File: src/rtl/delayfixed_loop_edgequal.sv
// Edge qualifier for the output of the fixed 1 ns loop-control delay cell:
// synchronizes it, accepts level changes only after a stable run, then blanks.
module delayfixed_loop_edgequal #(
  parameter int SYNC_STAGES  = 2,
  parameter int QUAL_CYCLES  = 4,
  parameter int BLANK_CYCLES = 8,
  parameter int CNT_W        = 8
) (
  input  logic             CELCLK,
  input  logic             CELRST,
  input  logic             CELV,
  input  logic             CELG,
  input  logic             CELSUB,
  input  logic             i,
  input  logic             en,
  input  logic             glitch_clr,
  output logic             o,
  output logic             rise,
  output logic             fall,
  output logic             glitch,
  output logic [CNT_W-1:0] glitch_cnt
);

  typedef enum logic [1:0] {
    ST_STABLE = 2'd0,
    ST_QUAL   = 2'd1,
    ST_BLANK  = 2'd2
  } state_t;

  localparam logic [CNT_W-1:0] QUAL_LAST  = CNT_W'(QUAL_CYCLES - 1);
  localparam logic [CNT_W-1:0] BLANK_LAST = CNT_W'(BLANK_CYCLES - 1);
  localparam logic [CNT_W-1:0] CNT_ONE    = CNT_W'(1);
  localparam logic [CNT_W-1:0] CNT_MAX    = '1;

  // Power/substrate pins carry no logic; folded here so they are not left dangling.
  logic unused_pins;
  assign unused_pins = CELV ^ CELG ^ CELSUB;

  logic [SYNC_STAGES-1:0] sync_q;
  logic                   s;
  state_t                 state_q;
  logic [CNT_W-1:0]       cnt_q;
  logic                   o_q;
  logic                   rise_q;
  logic                   fall_q;
  logic                   glitch_q;
  logic [CNT_W-1:0]       glitch_cnt_q;
  logic [CNT_W-1:0]       glitch_cnt_d;
  logic                   glitch_hit;

  assign s = sync_q[SYNC_STAGES-1];

  always_ff @(posedge CELCLK or posedge CELRST) begin
    if (CELRST) begin
      sync_q <= '0;
    end else begin
      sync_q <= {sync_q[SYNC_STAGES-2:0], i};
    end
  end

  // A pending change that collapses back to the qualified level is a glitch.
  assign glitch_hit = en && (state_q == ST_QUAL) && (s == o_q);

  // Clear takes priority over a coincident glitch increment.
  always_comb begin
    glitch_cnt_d = glitch_cnt_q;
    if (glitch_clr) begin
      glitch_cnt_d = '0;
    end else if (glitch_hit && (glitch_cnt_q != CNT_MAX)) begin
      glitch_cnt_d = glitch_cnt_q + CNT_ONE;
    end
  end

  always_ff @(posedge CELCLK or posedge CELRST) begin
    if (CELRST) begin
      state_q      <= ST_STABLE;
      cnt_q        <= '0;
      o_q          <= 1'b0;
      rise_q       <= 1'b0;
      fall_q       <= 1'b0;
      glitch_q     <= 1'b0;
      glitch_cnt_q <= '0;
    end else begin
      rise_q       <= 1'b0;
      fall_q       <= 1'b0;
      glitch_q     <= 1'b0;
      glitch_cnt_q <= glitch_cnt_d;
      if (!en) begin
        state_q <= ST_STABLE;
        cnt_q   <= '0;
      end else begin
        case (state_q)
          ST_STABLE: begin
            if (s != o_q) begin
              state_q <= ST_QUAL;
              cnt_q   <= CNT_ONE;
            end
          end
          ST_QUAL: begin
            if (s == o_q) begin
              glitch_q <= 1'b1;
              state_q  <= ST_STABLE;
              cnt_q    <= '0;
            end else if (cnt_q == QUAL_LAST) begin
              o_q     <= s;
              rise_q  <= s;
              fall_q  <= ~s;
              state_q <= ST_BLANK;
              cnt_q   <= '0;
            end else begin
              cnt_q <= cnt_q + CNT_ONE;
            end
          end
          ST_BLANK: begin
            if (cnt_q == BLANK_LAST) begin
              state_q <= ST_STABLE;
              cnt_q   <= '0;
            end else begin
              cnt_q <= cnt_q + CNT_ONE;
            end
          end
          default: begin
            state_q <= ST_STABLE;
            cnt_q   <= '0;
          end
        endcase
      end
    end
  end

  assign o          = o_q;
  assign rise       = rise_q;
  assign fall       = fall_q;
  assign glitch     = glitch_q;
  assign glitch_cnt = glitch_cnt_q;

endmodule
File: config.mk
export PLATFORM = sky130hd
export DESIGN_NAME = delayfixed_loop_edgequal
export DESIGN_NICKNAME = d
export VERILOG_FILES = /design/src/rtl/delayfixed_loop_edgequal.sv
export SDC_FILE = /design/constraint.sdc
export NUM_CORES = 1
export LEC_CHECK = 0
export CAP_MARGIN = 20
export CORE_MARGIN = 10
export CORE_UTILIZATION = 25
export CTS_CLUSTER_SIZE = 25
export DETAILED_ROUTE_END_ITERATION = 10
export HOLD_SLACK_MARGIN = 0.15
export SLEW_MARGIN = 10
export SYNTH_ARGS = -nofsm -noshare
export SYNTH_HDL_FRONTEND = slang
export SYNTH_SLANG_ARGS = --single-unit
File: constraint.sdc
create_clock -name CELCLK -period 1.9 [get_ports CELCLK]
set_input_delay 0.285 -clock CELCLK [delete_from_list [all_inputs] [get_ports CELCLK]]
set_output_delay 0.285 -clock CELCLK [all_outputs]
set_load 0.05 [all_outputs]
# Yosys cells after proc, flatten, opt, wreduce, memory -nomap -nowiden
# Cells that the tools add are included.
dict set report totals {
  reg_bits 24
  out_inout_bits 12
  wordCells 54
}
dict set report op_classes {
  n_addsub 2
  eq_ne 10
  n_mux 25
  bitwise 2
  n_reduce_logical 7
}
# op n
set ops {}
lappend ops {{two-way mux 8 bit} 7}
lappend ops {{case mux 8 bit (3 select lines)} 1}
lappend ops {{adder 8 x 1 -> 8 bit, second input constant} 2}
lappend ops {{two-way mux 1 bit} 11}
lappend ops {{two-way mux 2 bit} 5}
lappend ops {{== test 8 x 2 -> 1 bit, second input constant} 1}
lappend ops {{== test 8 x 3 -> 1 bit, second input constant} 1}
lappend ops {{!= test 8 bit, second input constant} 1}
lappend ops {{!= test 3 bit, second input constant} 2}
lappend ops {{case mux 2 bit (3 select lines)} 1}
lappend ops {{!= test 4 x 2 -> 1 bit, second input constant} 1}
lappend ops {{AND reduction 4 bit} 1}
lappend ops {{logical AND 1 bit} 3}
lappend ops {{AND reduction 3 bit} 1}
lappend ops {{== test 2 x 1 -> 1 bit, second input constant} 1}
lappend ops {{== test 2 bit, second input constant} 1}
lappend ops {{zero test 2 bit} 1}
lappend ops {{NOT 1 bit} 2}
lappend ops {{nonzero test 2 bit} 1}
lappend ops {{== test 1 bit} 1}
lappend ops {{!= test 1 bit} 1}

# Longest topological paths before layout
dict set report depth {
  word_depth 6
  depth_mapped 7
}

# Worst setup path before layout
# OpenSTA, ideal clock, no wires.
dict set report synth_path {
  path_kind {register to register}
  from {register o_q, in the netlist o}
  to {register cnt_q[7]}
  arrival_ns 1.890
  t_required_ns 1.813
  path_slack_ns -0.077
  stages_incl_launch_ff 6
  n_path_buf 0
  path_cell_list {dfrtp_1 xnor2_1 a211oi_1 o2111ai_2 or4_1 o211ai_1}
}
dict set report synth_via {
  elab_chain_len 4
  elab_cells_between_ends 6
}
# item line
set synth_lines {}
lappend synth_lines {{start, declared} 43} ;# logic o_q;
lappend synth_lines {{start signal, assigned} 105} ;# o_q <= s;
lappend synth_lines {{== test 1 bit} 100} ;# if (s == o_q) begin
lappend synth_lines {{two-way mux 8 bit} 100}
lappend synth_lines {{case mux 8 bit (3 select lines)} 92} ;# case (state_q)
lappend synth_lines {{two-way mux 8 bit} 88} ;# if (!en) begin
lappend synth_lines {{end signal, assigned} 111} ;# cnt_q <= cnt_q + CNT_ONE;
lappend synth_lines {{end signal, assigned} 119} ;# cnt_q <= cnt_q + CNT_ONE;
lappend synth_lines {{end, declared} 42} ;# logic [CNT_W-1:0] cnt_q;
# Several ways; a longest one is shown, not always the timed one.
# A chain may end at the register's enable or synchronous reset.

# Worst setup path in the final report
dict set report layout_path {
  from {register cnt_q[1]}
  to {register cnt_q[7]}
}
dict set report layout_via {
  elab_chain_len 5
  elab_cells_between_ends 8
}
# item line
set layout_lines {}
lappend layout_lines {{adder 8 x 1 -> 8 bit / == test 8 x 2 -> 1 bit (equally long branches)} {111, 119, 104}}
lappend layout_lines {{two-way mux 8 bit} 104} ;# end else if (cnt_q == QUAL_LAST) begin
lappend layout_lines {{two-way mux 8 bit} 100}
lappend layout_lines {{case mux 8 bit (3 select lines) (*)} 92}
lappend layout_lines {{two-way mux 8 bit (*)} 88}
# Every way passes the cells marked *; elsewhere a longest branch is shown, timed or not.

==> metrics.yaml <==
yosysWarnings: 0
nets: 164
avgSynthCellArea_um2: 10.1
rows: 25
critical_path_class: "reg2reg"
die_area_um2: 8090
ioPinCount: 20
drc: 0
overflow: 0
netlist_area_um2: 1220
fmax_mhz: 530
drt_iter0_drc: 25
antenna_found_initial: 0
vias: 1037
ys_ff_latch: 24
worstPathMaxFanout: 2
ant_nets: 0
cap_viol_max_count: 0
dpl-instance-area_um2: 1540
grt_util_all_layers_pct: 6.83
viasPerCell: 4.74
hp-class: "reg2reg"
wire_per_inst_um: 12.4
yosys.area.top_type: "dfrtp_1"
clock_skew_ns: 0.00578
path_clk_slew_ns: 0.09
cts_tree: "yes"
cts-buffers-inserted: 3
core_area_um2: 4720
crit_arrival_ns: 2.07
critPathLaunch: "cnt_q[1]"
gp_congestion: 0.798
relSlewSlack_pct: 65.9
synth_nets: 132
start_util_pct: 25.9
place_hpwl_um: 1990
fin_crit_ns: 1.89
power.density_nw_per_um2: 578
r2r-start: "cnt_q[1]"
dpl.cell_count: 212
synth.area.top_cells: "dfrtp_1, xor2_1, and3_1"
irDropWorstVdd_mv: 0.383
setup_viol: 0
htreeDepth: 1
syn_inst: 121
ys_async_sr_fraction_pct: 100
fp.dieW_um: 89.9
slew_violations: 0
finalHoldViolations: 0
ys.flop_type: "dfrtp_1"
port_buffers: 16
whs_ns: 0.355
grt_pass1_wl_um: 4710
ys_types: 40
cts_num_sinks: 24
diodes: 0
rsz0062_at_grt: "true"
die_height_um: 89.9
tns_ns: 0
status: "finished, final reports clean"
p_leak_uw: 0.000742
grt_max_degree: 25
insertion_delay_ns: 0.27
clockRootBuffer: "clkbuf_8"
min_period_over_period_pct: 99.2
ys_seq_area_share_pct: 49.1
end_kind: "flip-flop"
synth_edf_count: 0
place_ws_ns: -0.0532
synth_top_area_share_pct: 49.1
fin_ws_ns: 0.0143
synth_most_common_cell: "dfrtp_1"
fin_area_um2: 1650
final_cell_count_no_fill: 219
grt_pass1_vias: 1048
hold_start: "sync_q[0]"
drive_gt1_share_pct: 18.4
cts.path.max_buffers: 2
area_growth_pct: 34.6
worst_pin_slew_ns: 0.510
crit_required_ns: 2.08
routed_wl_um: 2720
firstDrtPassIters: 4
start_kind: "flip-flop"
synth_commonest_cells: "dfrtp_1, nor2_1, nand2_1, xor2_1, and3_1"
==> kinds of logic (layout without fill, tap and decap cells) <==
kind of cell | Yosys count | after routing | synth area share (%)
AO/OA/AOI/OAI | 21 | 21 | 12.3
XOR/XNOR | 9 | 9 | 6.45
adder cells (fa/ha/maj) | 3 | 3 | 3.07
buffers and inverters | 8 | 39 | 2.66
flip-flops | 24 | 24 | 49.1
multiplexers | 2 | 2 | 1.74
AND/OR/NAND/NOR | 54 | 54 | 24.7
==> area by class of cell <==
cell class                      count  area (um^2)
Fill cell                         489         3080
Multi-Input combinational cell     89          622
Sequential cell                    24          603
Timing Repair Buffer               31          277
Tap cell                           67         83.8
Clock buffer                        4         45.0
Inverter                            4         15.0
==> per-stage QoR <==
| step | power, uW | util [%] |
|---|---|---|
| 3_3_place_gp | 639 | 32.6 |
| 5_1_grt | 995 | 34.8 |
| 2_1_floorplan | 599 | - |
| 4_1_cts | 961 | 33.8 |
| 6_report | 951 | 34.8 |
| 3_5_place_dp | 642 | 32.6 |
==> cell usage in the layout, fill, tap and decap left out, types with 3 or more instances in the layout <==
cell type / Yosys / final
and3_1: 7 / 7
buf_4: 0 / 14
clkbuf_8: 0 / 3
clkdlybuf4s50_1: 0 / 16
dfrtp_1: 24 / 22
inv_1: 4 / 4
nand2_1: 8 / 8
nand3_1: 6 / 6
nand4_1: 3 / 3
nor2_1: 10 / 10
nor3_1: 4 / 3
o21ai_0: 5 / 5
xor2_1: 8 / 8
==> critical path: stages, from the launching register on <==
cell       delay, ns
dfrtp_1         0.40
ha_2            0.19
nor3b_4         0.15
a211oi_2        0.29
o2111ai_2       0.17
or4_1           0.48
o211ai_1        0.10
==> power by group <==
group	internal [uW]	total, uW	leakage [uW]	switching, uW
Clock	150	314	0.0000228	164
Sequential	520	530	0.000324	10.2
Combinational	45.4	107	0.000395	61.6
==> timing repair <==
action,in CTS,in global routing
buffers inserted,0,3
gates resized for setup,2,6
pin swaps,0,7
hold buffers,0,0
setup endpoints to repair,1,7
==> registers in the layout (all words and copies together) (netlist names) <==
register / cells
cnt_q: 8
fall: 1
glitch: 1
glitch_cnt: 8
o: 1
rise: 1
state_q: 2
sync_q: 2
==> final timing paths <==
| path | endpoint | slack, ns | cells after the start |
|---|---|---|---|
| setup / recovery | cnt_q[7] | 0.01 | 6 |
| hold / removal | sync_q[1] | 0.35 | 0 |
| setup reg to reg | cnt_q[7] | 0.01 | 6 |
| hold reg to reg | sync_q[1] | 0.35 | 0 |
| max in group asynchronous | cnt_q[3] | 1.28 | 3 |
| min in group asynchronous | state_q[0] | 0.36 | 3 |
==> layer usage <==
| layer | share of wire (%) | wire length [um] | global-route usage, % | vias up |
|---|---|---|---|---|
| met5 | 0 | 0 | 0 | - |
| met4 | 2.3 | 63 | 3.32 | 0 |
| met3 | 5.7 | 156 | 2.58 | 6 |
| met2 | 49 | 1340 | 11.3 | 28 |
| met1 | 43 | 1170 | 7.51 | 503 |
| li1 | - | - | - | 500 |
Power figures use the tool's default switching activity.
